===== src/rtl/seq_bw_multiplier_if.sv =====
// -----------------------------------------------------------------------------
// seq_bw_multiplier_if
//   Operand/result handshake bundle for seq_bw_multiplier.
//   Signals:
//     in_valid  : operand pair presented (master -> slave)
//     in_ready  : multiplier can accept operands (slave -> master)
//     a, b      : multiplicand / multiplier (master -> slave)
//     sgn       : 1 = two's-complement operands, 0 = unsigned (master -> slave)
//     out_valid : product valid (slave -> master)
//     out_ready : consumer takes product (master -> slave)
//     product   : A_W+B_W bit result (slave -> master)
//     busy      : multiplier is calculating or holding a result (slave -> master)
//   Modports: master = operand source / result sink, slave = multiplier.
// -----------------------------------------------------------------------------
interface seq_bw_multiplier_if #(
  parameter int A_W = 8,
  parameter int B_W = 8
);
  logic                 in_valid;
  logic                 in_ready;
  logic [A_W-1:0]       a;
  logic [B_W-1:0]       b;
  logic                 sgn;
  logic                 out_valid;
  logic                 out_ready;
  logic [A_W+B_W-1:0]   product;
  logic                 busy;

  modport master (
    output in_valid, a, b, sgn, out_ready,
    input  in_ready, out_valid, product, busy
  );

  modport slave (
    input  in_valid, a, b, sgn, out_ready,
    output in_ready, out_valid, product, busy
  );
endinterface


===== src/rtl/seq_bw_multiplier.sv =====
// -----------------------------------------------------------------------------
// seq_bw_multiplier
//   Iterative shift-add A_W x B_W multiplier, unsigned or two's-complement per
//   operation. One multiplier bit is consumed per cycle; with the macro
//   MULT_RADIX4_EN defined, two bits per cycle (B_W must then be even).
//   Ports:
//     clk   : rising-edge clock
//     rst_n : asynchronous active-low reset
//     bus   : seq_bw_multiplier_if.slave (in_valid/in_ready/a/b/sgn,
//             out_valid/out_ready/product, busy)
//   Flow: IDLE accepts operands, CALC runs B_W (or B_W/2) add steps, DONE
//   holds the product until out_ready.
// -----------------------------------------------------------------------------
module seq_bw_multiplier #(
  parameter int A_W = 8,
  parameter int B_W = 8,
  localparam int CNT_W = $clog2(B_W) + 1
) (
  input  logic                 clk,
  input  logic                 rst_n,
  seq_bw_multiplier_if.slave   bus
);

  localparam int W = A_W + B_W;
`ifdef MULT_RADIX4_EN
  localparam int STEP = 2;
`else
  localparam int STEP = 1;
`endif
  localparam int ITER = B_W / STEP;
  localparam logic [CNT_W-1:0] LAST_CNT = CNT_W'(ITER - 1);

  typedef enum logic [1:0] {IDLE, CALC, DONE} state_t;

  state_t          state_q, state_d;
  // Multiplicand extended to full width and pre-shifted to the current row.
  logic [W-1:0]    mcand_q, mcand_d;
  // Multiplier shifted right so the current row's bits sit at the bottom.
  logic [B_W-1:0]  mplier_q, mplier_d;
  logic            sgn_q, sgn_d;
  logic [W-1:0]    acc_q, acc_d;
  logic [W-1:0]    product_q, product_d;
  logic [CNT_W-1:0] cnt_q, cnt_d;

  logic            last_row;
  logic [W-1:0]    term_lo;
  logic [W-1:0]    acc_sum;
`ifdef MULT_RADIX4_EN
  logic [W-1:0]    term_hi;
`endif

  assign last_row = (cnt_q == LAST_CNT);

  // Partial-product accumulation. In signed mode the most significant
  // multiplier bit has negative weight, so its row is subtracted.
  always_comb begin
    term_lo = mplier_q[0] ? mcand_q : '0;
`ifdef MULT_RADIX4_EN
    // Pair value {b1,b0} = 2*b1 + b0, or -2*b1 + b0 for the signed top pair.
    term_hi = mplier_q[1] ? {mcand_q[W-2:0], 1'b0} : '0;
    if (sgn_q && last_row) begin
      acc_sum = acc_q + term_lo - term_hi;
    end else begin
      acc_sum = acc_q + term_lo + term_hi;
    end
`else
    if (sgn_q && last_row) begin
      acc_sum = acc_q - term_lo;
    end else begin
      acc_sum = acc_q + term_lo;
    end
`endif
  end

  // Next-state and handshake outputs.
  always_comb begin
    state_d      = state_q;
    mcand_d      = mcand_q;
    mplier_d     = mplier_q;
    sgn_d        = sgn_q;
    acc_d        = acc_q;
    product_d    = product_q;
    cnt_d        = cnt_q;
    bus.in_ready  = 1'b0;
    bus.out_valid = 1'b0;

    unique case (state_q)
      IDLE: begin
        bus.in_ready = 1'b1;
        if (bus.in_valid) begin
          mcand_d  = bus.sgn ? {{B_W{bus.a[A_W-1]}}, bus.a}
                             : {{B_W{1'b0}}, bus.a};
          mplier_d = bus.b;
          sgn_d    = bus.sgn;
          acc_d    = '0;
          cnt_d    = '0;
          state_d  = CALC;
        end
      end
      CALC: begin
        acc_d    = acc_sum;
        mcand_d  = mcand_q << STEP;
        mplier_d = mplier_q >> STEP;
        cnt_d    = cnt_q + 1'b1;
        if (last_row) begin
          product_d = acc_sum;
          state_d   = DONE;
        end
      end
      DONE: begin
        bus.out_valid = 1'b1;
        if (bus.out_ready) begin
          state_d = IDLE;
        end
      end
      default: begin
        state_d = IDLE;
      end
    endcase
  end

  always_ff @(posedge clk or negedge rst_n) begin
    if (!rst_n) begin
      state_q   <= IDLE;
      mcand_q   <= '0;
      mplier_q  <= '0;
      sgn_q     <= 1'b0;
      acc_q     <= '0;
      product_q <= '0;
      cnt_q     <= '0;
    end else begin
      state_q   <= state_d;
      mcand_q   <= mcand_d;
      mplier_q  <= mplier_d;
      sgn_q     <= sgn_d;
      acc_q     <= acc_d;
      product_q <= product_d;
      cnt_q     <= cnt_d;
    end
  end

  assign bus.product = product_q;
  assign bus.busy    = (state_q != IDLE);

endmodule


===== src/flat_wrapper.sv =====
// flat-port wrapper written by rule: the top's interface ports become plain ports
module seq_bw_multiplier_flat 
#(
  parameter int A_W = 8,
  parameter int B_W = 8,
  localparam int CNT_W = $clog2(B_W) + 1
)
  (clk, rst_n, bus_in_valid, bus_a, bus_b, bus_sgn, bus_out_ready, bus_in_ready, bus_out_valid, bus_product, bus_busy);
  seq_bw_multiplier_if #(.A_W(A_W), .B_W(B_W)) bus_i ();
  input  logic clk;
  input  logic rst_n;
  input wire logic [$bits(bus_i.in_valid)-1:0] bus_in_valid;
  input wire logic [$bits(bus_i.a)-1:0] bus_a;
  input wire logic [$bits(bus_i.b)-1:0] bus_b;
  input wire logic [$bits(bus_i.sgn)-1:0] bus_sgn;
  input wire logic [$bits(bus_i.out_ready)-1:0] bus_out_ready;
  output wire logic [$bits(bus_i.in_ready)-1:0] bus_in_ready;
  output wire logic [$bits(bus_i.out_valid)-1:0] bus_out_valid;
  output wire logic [$bits(bus_i.product)-1:0] bus_product;
  output wire logic [$bits(bus_i.busy)-1:0] bus_busy;
  assign bus_i.in_valid = bus_in_valid;
  assign bus_i.a = bus_a;
  assign bus_i.b = bus_b;
  assign bus_i.sgn = bus_sgn;
  assign bus_i.out_ready = bus_out_ready;
  assign bus_in_ready = bus_i.in_ready;
  assign bus_out_valid = bus_i.out_valid;
  assign bus_product = bus_i.product;
  assign bus_busy = bus_i.busy;
  seq_bw_multiplier #(.A_W(A_W), .B_W(B_W)) u_core (.clk(clk), .rst_n(rst_n), .bus(bus_i));
endmodule

===== config.mk =====
export PLATFORM = sky130hd
export DESIGN_NAME = seq_bw_multiplier_flat
export DESIGN_NICKNAME = d
export VERILOG_FILES = /design/src/rtl/seq_bw_multiplier_if.sv /design/src/rtl/seq_bw_multiplier.sv /design/src/flat_wrapper.sv
export SDC_FILE = /design/constraint.sdc
export NUM_CORES = 1
export LEC_CHECK = 0
export CORE_ASPECT_RATIO = 1.75
export CORE_MARGIN = 1
export CORE_UTILIZATION = 38
export DETAILED_ROUTE_END_ITERATION = 8
export GPL_ROUTABILITY_DRIVEN = 0
export PLACE_DENSITY = 0.55
export SYNTH_ARGS = -nofsm -noshare
export SYNTH_HDL_FRONTEND = slang
export SYNTH_SLANG_ARGS = --single-unit

===== constraint.sdc =====
create_clock -name clk -period 3.2 [get_ports clk]
set_input_delay 0.96 -clock clk [delete_from_list [all_inputs] [get_ports clk]]
set_output_delay 0.96 -clock clk [all_outputs]
set_load 0.1 [all_outputs]

-- Yosys cells after proc, flatten, opt, wreduce, memory -nomap -nowiden
Cells that the tools add are included.
- equal/unequal tests: 6
- div/mod/pow operators: 0
- $mul: 0
- order comparisons: 0
- shift operators: 0
- reduce and logical (&&, ||, !) cells: 8
- $add $sub $neg: 3
- multiplexer cells: 17
- bitwise logic cells: 0
- operator list (cell ; count):
    $mux 16 ; 5
    $pmux 16 s2 ; 2
    $add 16x16->16 ; 1
    $pmux 8 s2 ; 1
    $sub 16x16->16 ; 1
    $mux 8 ; 1
    $pmux 4 s2 ; 1
    $mux 2 ; 3
    $pmux 2 s3 ; 1
    $reduce_and 2->1 ; 3
    $add 4x1->4 const B ; 1
    $eq 4x3->1 const B ; 1
    $mux 4 ; 1
    $ne 2x2->1 const B ; 2
    $reduce_bool 2->1 ; 2
    $reduce_and 3->1 ; 1
    $eq 2x1->1 const B ; 1
    $eq 2x2->1 const B ; 1
    $logic_not 2->1 ; 1
    $mux 1 ; 2
    $ne 2x1->1 const B ; 1
    $logic_and 1x1->1 ; 1
- logic and storage cells: 41
- memory bits (writable): 0
- latch bits: 0
- memories: 0
- flip-flop bits (word level): 63
- output and inout bits: 19
- ROM bits: 0

-- Depth between registers and ports, before layout
Gate-level depths: netlist of the first run.
- depth after elaboration: 4
- depth in mapped cells: 16
- mapped depth without buffers: 14

-- Worst setup path after synthesis of the first run
Ideal clock, no wire load.
- kind: reg-to-output
- start point: register u_core.state_q[1]
- end point: output bus_busy
- path slack: -0.689 ns
- stages on the path, launching flop included: 4
- arrival time: 2.929 ns
- path through: dfrtp_1 -> clkbuf_1 -> nor2_1 -> inv_1
- word-level cells in the longest chain between the ends: 1
- ends and longest elaborated chain (item ; line ; text):
    start: declaration ; seq_bw_multiplier.sv:35 ; state_t state_q, state_d;
    start signal: assignment ; seq_bw_multiplier.sv:132 ; state_q <= state_d;
    $reduce_bool 2->1 ; seq_bw_multiplier.sv:143 ; assign bus.busy = (state_q != IDLE);
    end: declaration ; flat_wrapper.sv:20 ; output wire logic [$bits(bus_i.busy)-1:0] bus_busy;
Every way passes these cells.

-- Worst setup path in the final report of the first run
- start point: register u_core.mcand_q[7]
- end point: register u_core.acc_q[12]
- word-level cells in the longest chain between the ends: 4
- elaborated cells on any way between the ends: 5
- those cells by class: add/sub: 2; mux: 3
- ends and longest elaborated chain (item ; line ; text):
    start: declaration ; seq_bw_multiplier.sv:37 ; logic [W-1:0] mcand_q, mcand_d;
    start signal: assignment ; seq_bw_multiplier.sv:133 ; mcand_q <= mcand_d;
    $mux 16 (*) ; seq_bw_multiplier.sv:57 ; term_lo = mplier_q[0] ? mcand_q : '0;
    $add 16x16->16 / $sub 16x16->16 (equally long branches) ; seq_bw_multiplier.sv:70, seq_bw_multiplier.sv:68 ;
    $mux 16 (*) ; seq_bw_multiplier.sv:67 ; if (sgn_q && last_row) begin
    $pmux 16 s2 (*) ; seq_bw_multiplier.sv:87 ; unique case (state_q)
    end signal: assignment ; seq_bw_multiplier.sv:128 ; acc_q <= '0;
    end signal: assignment ; seq_bw_multiplier.sv:136 ; acc_q <= acc_d;
    end: declaration ; seq_bw_multiplier.sv:41 ; logic [W-1:0] acc_q, acc_d;
Every way passes the cells marked *; elsewhere a longest branch is shown, timed or not.
A chain may end at the register's enable or synchronous reset.

==> results.py, run 1 <==
metrics = {
    "outcome": {
        "status": "finished, violations left",
        "failed_checks": "negative setup slack",
    },
    "drt": {
        "num_vias": 3414,
        "drtIter0Drc": 155,
        "wl_um": 10170,
        "drc": 0,
        "drtPass1Iterations": 4,
        "avgRoutedWirePerCell_um": 16.15,
        "ant_nets": 0,
        "routed_via_density": 5.419,
    },
    "timing": {
        "max_freq_mhz": 307.4,
        "slew_viol_final": 0,
        "fin_tns_setup_ns": -0.05351,
        "setup_ws_ns": -0.05351,
        "tightest_slew_ns": 0.6760,
        "fin_crit_sh_pct": 101.7,
        "period_needed_ns": 3.254,
        "slew_headroom_pct": 54.93,
        "setup_viol": 1,
        "clock_skew_ns": 0.009534,
        "timing.final.hold_violations": 0,
        "rsz0062_at_grt": "yes",
    },
    "synth": {
        "netlist_instances": 435,
        "synth_seq_area_share_pct": 41.18,
        "synth_seq_cells": 63,
        "async_reset_ff_share_pct": 100.0,
        "ys_types": 56,
        "synth_ff_type": "dfrtp_1",
        "netlist.area_leader.share_pct": 41.18,
        "synth_top_area_cell": "dfrtp_1",
        "yosys_warnings": 0,
        "syn_area_per_cell_um2": 8.802,
        "synth-edff-count": 0,
        "syn_nets": 474,
        "synth_area_leaders": "dfrtp_1, nand2_1, ha_1",
        "syn_area_mm2": 0.003829,
    },
    "die": {
        "core_area_mm2": 0.009849,
        "initial_core_util_pct": 38.87,
        "die_h_um": 134.8,
        "ioPinCount": 40,
        "rows": 48,
        "fp.dieW_um": 77.88,
        "dieArea_mm2": 0.01050,
    },
    "clocking": {
        "clock-sinks": 63,
        "ctsHtreeMaxLevel": 3,
        "ctsHoldBuffers": 0,
        "clk_pin_slew_ns": 0.05,
        "root_buffer": "clkbuf_16",
        "cts_max_path_buffers": 2,
        "cts_tree": "built",
        "worstSkewPairLatency_ns": 0.33,
        "cts_made_buffers": 9,
    },
    "job": {
        "drv_cap": 0,
    },
    "cells_and_area": {
        "mostFrequentLayoutCells": "nand2_1, dfrtp_1, buf_4",
        "area_delta_synth_final_pct": 30.52,
        "fin_nets": 539,
        "drive_above_1_share_pct": 22.57,
        "nFillCells": 962,
        "antenna_cells": 0,
        "final_common_cell": "nand2_1",
        "stdcell_count": 630,
        "fin_area_mm2": 0.004997,
    },
    "grt": {
        "grt_first_pass_wirelength_um": 16770,
        "grt_max_degree": 64,
        "grt_pass1_vias": 3385,
        "overflow": 0,
        "grt_use_total_pct": 21.13,
        "antenna_found_initial": 0,
    },
    "critical_path": {
        "cp_max_fo": 4,
        "worstPathRequired_ns": 3.41,
        "worstSetupEndpointType": "flip-flop",
        "worstPathArrival_ns": 3.46,
        "critical_path_class": "flip-flop to flip-flop",
        "startpoint_type": "flip-flop",
    },
    "placement": {
        "placed_cells": 606,
        "port_buffers": 39,
        "place_area_mm2": 0.004474,
        "dp_hpwl_um": 7580,
    },
    "worst_hold_path": {
        "worst_hold_path_type": "flip-flop to flip-flop",
    },
}
[worst paths after layout]
kind	from	to	slack, ns	cells past startpoint
setup reg to reg	u_core.mcand_q[7]	u_core.acc_q[12]	-0.05	12
max in group asynchronous	rst_n	u_core.mcand_q[7]	2.26	2
setup / recovery	u_core.mcand_q[7]	u_core.acc_q[12]	-0.05	12
min in group asynchronous	rst_n	u_core.cnt_q[3]	0.63	2
hold reg to reg	u_core.bus.product[10]	u_core.bus.product[10]	0.48	2
hold / removal	u_core.bus.product[10]	u_core.bus.product[10]	0.48	2
[flip-flops by register name (all words and copies together) (netlist names)]
signal,cells
u_core.acc_q,16
u_core.bus.product,16
u_core.cnt_q,4
u_core.mcand_q,16
u_core.mplier_q,8
u_core.sgn_q,1
u_core.state_q,2
[synth_stat cells (2+ instances only)]
master	count
o21ai_0	30
a221o_1	2
o21bai_1	2
o2111ai_1	3
inv_1	7
nand4_1	7
a211o_1	2
a22oi_1	14
nand2_1	74
a22o_1	4
mux2_2	4
a211oi_1	2
xnor2_1	10
a21oi_2	2
clkbuf_1	22
a31oi_1	5
o31ai_1	4
nor2b_1	11
o21ai_1	21
o21a_1	4
xor2_1	10
nor2_1	17
a21oi_1	38
or3_1	2
dfrtp_1	63
nand2b_1	3
and3_1	4
and3b_1	9
nand3_1	14
nor3_1	3
ha_1	17
[layout make-up]
type	count	area [um2]	area share, %
clock inverter	3	65.06	1.302
sequential	63	1578	31.57
clock buffer	13	260.3	5.208
timing repair buffer	78	643.1	12.87
inverter	7	26.28	0.5258
tap	125	156.4	3.130
multi-input combinational	341	2268	45.39
[cell families (layout without fill, tap and decap cells)]
kind of cell	Yosys count	after routing	share of synthesized area, %
AO/OA/AOI/OAI	147	147	24.31
XOR/XNOR	20	20	4.575
adder cells (fa/ha/maj)	18	18	6.078
buffers and inverters	31	101	3.301
flip-flops	63	63	41.18
multiplexers	4	4	1.176
AND/OR/NAND/NOR	152	152	19.38
[routing by layer]
| layer | vias up | share of wire (%) | GRT usage (%) | routed length [um] |
|---|---|---|---|---|
| li1 | 1697 | - | - | - |
| met1 | 1656 | 39 | 21.41 | 3975 |
| met2 | 47 | 57 | 40.76 | 5759 |
| met3 | 14 | 1.9 | 4.189 | 190 |
| met4 | 0 | 2.4 | 9.329 | 249 |
| met5 | - | 0 | 0 | 0 |
[critical path, stage by stage, from the launching register on]
cell and delay, ns:
dfrtp_2 0.42, or4_4 0.55, o31ai_4 0.36, nor2_1 0.10
xor2_1 0.15, ha_1 0.39, a21oi_2 0.10, o21bai_1 0.23
a21oi_2 0.10, buf_4 0.16, nand4_1 0.08, o311ai_2 0.10
or3_1 0.38
[through the flow]
stage,worst slack (ns),utilization (%),hold slack (ns)
floorplan,0.01805,-,0.4496
global placement,-0.07982,45.43,0.4645
detailed placement,-0.1394,45.43,0.4721
CTS,0.004173,49.03,0.4840
global route,-0.1466,50.74,0.4984
finish,-0.05351,50.74,0.4758
[repair_timing]
| action | in CTS | in global routing |
|---|---|---|
| setup endpoints to repair | 6 | 17 |
| gates resized for setup | 6 | 24 |
| setup buffers | 0 | 8 |
| pin swaps | 1 | 23 |
Power of run 1 is left out: the tool's default activity adds up to more than one toggle a clock period on the data nets, which glitch-free logic cannot reach.
==> run 2, diff against run 1 <==
Settings changed: CTS_CLUSTER_DIAMETER set to 150.
==> results of run 2 <==
The final DEF is identical to that of run 1; final timing and power are the same.
Power of run 2 is left out for the same reason.
==> run 3, diff against run 2 <==
Settings changed: CELL_PAD_IN_SITES_DETAIL_PLACEMENT set to 1, CELL_PAD_IN_SITES_GLOBAL_PLACEMENT set to 1, PLACE_DENSITY 0.55 to 0.7.
==> results.py, run 3 (same netlist as run 1, synthesis figures left out) <==
metrics = {
    "die": {
        "fp.dieW_um": 77.88,
        "rows": 48,
        "dieArea_mm2": 0.01050,
        "initial_core_util_pct": 38.87,
        "die_h_um": 134.8,
        "ioPinCount": 40,
        "core_area_mm2": 0.009849,
    },
    "outcome": {
        "status": "completed",
    },
    "cells_and_area": {
        "fin_util_pct": 53.53,
        "stdcell_count": 646,
        "nFillCells": 1154,
        "mostFrequentLayoutCells": "nand2_1, buf_4, dfrtp_1",
        "area_delta_synth_final_pct": 37.71,
        "multi_input_comb_area_mm2": 0.002379,
        "seq_area_mm2": 0.001578,
        "fin_nets": 555,
        "final_common_cell": "nand2_1",
        "fin_area_mm2": 0.005273,
        "drive_above_1_share_pct": 28.98,
        "antenna_cells": 0,
    },
    "drt": {
        "drc": 0,
        "ant_nets": 0,
        "num_vias": 3626,
        "avgRoutedWirePerCell_um": 18.47,
        "wl_um": 11930,
        "drtPass1Iterations": 4,
        "routed_via_density": 5.613,
        "drtIter0Drc": 120,
    },
    "clocking": {
        "cts_max_path_buffers": 2,
        "ctsHtreeMaxLevel": 3,
        "cts_made_buffers": 9,
        "worstSkewPairLatency_ns": 0.34,
        "clock-sinks": 63,
        "cts_tree": "built",
        "root_buffer": "clkbuf_16",
        "clk_pin_slew_ns": 0.05,
    },
    "critical_path": {
        "worstPathArrival_ns": 3.35,
        "critPathTopFamily": "compound AO/OA/AOI/OAI gates",
        "cp_max_fo": 4,
        "critical_path_class": "flip-flop to flip-flop",
        "worstSetupEndpointType": "flip-flop",
        "critPathMaxStageDelay_ns": 0.55,
        "slowest_stage": "or4_4",
        "critPathBufInv": 0,
        "crit_chain": "or4_4 -> o31ai_4 -> nor2_2 -> xor2_1 -> ha_1 -> a21oi_2 -> o21ai_2 -> a31oi_1 -> nand2_1 -> or2_1 -> a221o_1",
        "startpoint_type": "flip-flop",
        "worstPathRequired_ns": 3.42,
    },
    "grt": {
        "grt_use_total_pct": 23.92,
        "met3_usage_pct": 4.797,
        "top_usage_layer": "met2",
        "overflow": 0,
        "grt_pass1_vias": 3873,
        "use_met1_pct": 23.83,
        "met2_usage_pct": 46.12,
        "grt_first_pass_wirelength_um": 19100,
        "grt_max_degree": 39,
        "antenna_found_initial": 0,
    },
    "timing": {
        "timing.final.hold_violations": 0,
        "setup_ws_ns": 0.06922,
        "clock_skew_ns": 0.006105,
        "rsz0062_at_grt": "yes",
        "slew_headroom_pct": 56.91,
        "setup_viol": 0,
        "fin_crit_sh_pct": 97.84,
        "period_needed_ns": 3.131,
        "tightest_slew_ns": 0.6463,
        "slew_viol_final": 0,
        "max_freq_mhz": 319.4,
    },
    "placement": {
        "port_buffers": 39,
        "place_area_mm2": 0.004584,
        "place_ws_ns": -0.05134,
        "placed_cells": 619,
        "dp_hpwl_um": 8414,
    },
    "worst_hold_path": {
        "worst_hold_path_type": "flip-flop to flip-flop",
    },
    "job": {
        "drv_cap": 0,
    },
}
-- run 3: cell count changes in the layout (fill, tap and decap cells not counted), moves of 3 or more --
cell | previous run | this run
buf_6 | 0 | 3
a21oi_1 | 32 | 26
ha_2 | 1 | 4
o21ai_0 | 29 | 24
a21oi_4 | 0 | 3
buf_4 | 57 | 69
a21oi_2 | 8 | 11
o21ai_1 | 21 | 24
-- run 3: worst register-to-register path, stage by stage, from the launching register on --
cell	delay, ns
dfrtp_2	0.41
or4_4	0.55
o31ai_4	0.34
nor2_2	0.08
xor2_1	0.15
ha_1	0.36
a21oi_2	0.23
o21ai_2	0.10
a31oi_1	0.16
nand2_1	0.11
or2_1	0.23
a221o_1	0.30
-- run 3: final timing paths --
path                                       startpoint               endpoint  depth (start not counted)  slack [ns]
worst max register to register      u_core.mcand_q[7]       u_core.acc_q[14]                         11        0.07
max in group asynchronous                       rst_n           u_core.sgn_q                          2        1.92
min in group asynchronous                       rst_n  u_core.bus.product[0]                          1        0.65
worst min-delay path            u_core.bus.product[3]  u_core.bus.product[3]                          2        0.48
worst max-delay path                u_core.mcand_q[7]       u_core.acc_q[14]                         11        0.07
worst min register to register  u_core.bus.product[3]  u_core.bus.product[3]                          2        0.48
-- run 3: repair_timing --
| item | in CTS | in global routing |
|---|---|---|
| buffers inserted | 2 | 10 |
| pin swaps | 2 | 34 |
| setup endpoints to repair | 7 | 19 |
| endpoints found under the hold margin | 0 | 0 |
| hold buffers | 0 | 0 |
| resized for setup | 7 | 54 |
-- run 3: final cells by class --
cell class              instances  area share, %
multi-input cells             341          45.11
flip-flops and latches         63          29.92
repair buffers                 94          14.93
clock buffers                  10          4.533
well taps                     125          2.966
clock inverters                 6          2.041
inverters                       7         0.4983
-- run 3: through the flow --
stage	hold WS, ns	TNS (ns)
3_3_place_gp	0.4635	0
2_1_floorplan	0.4496	0
5_1_grt	0.5022	-0.7540
3_5_place_dp	0.4717	-0.1255
6_report	0.4766	0
4_1_cts	0.4833	0
-- run 3: routing by layer --
| metal | part of all wire [%] | routed length (um) |
|---|---|---|
| met5 | 0 | 0 |
| met1 | 36 | 4280 |
| met2 | 58 | 6899 |
| met3 | 3.3 | 391 |
| met4 | 3.0 | 358 |
Power of run 3 is left out for the same reason.
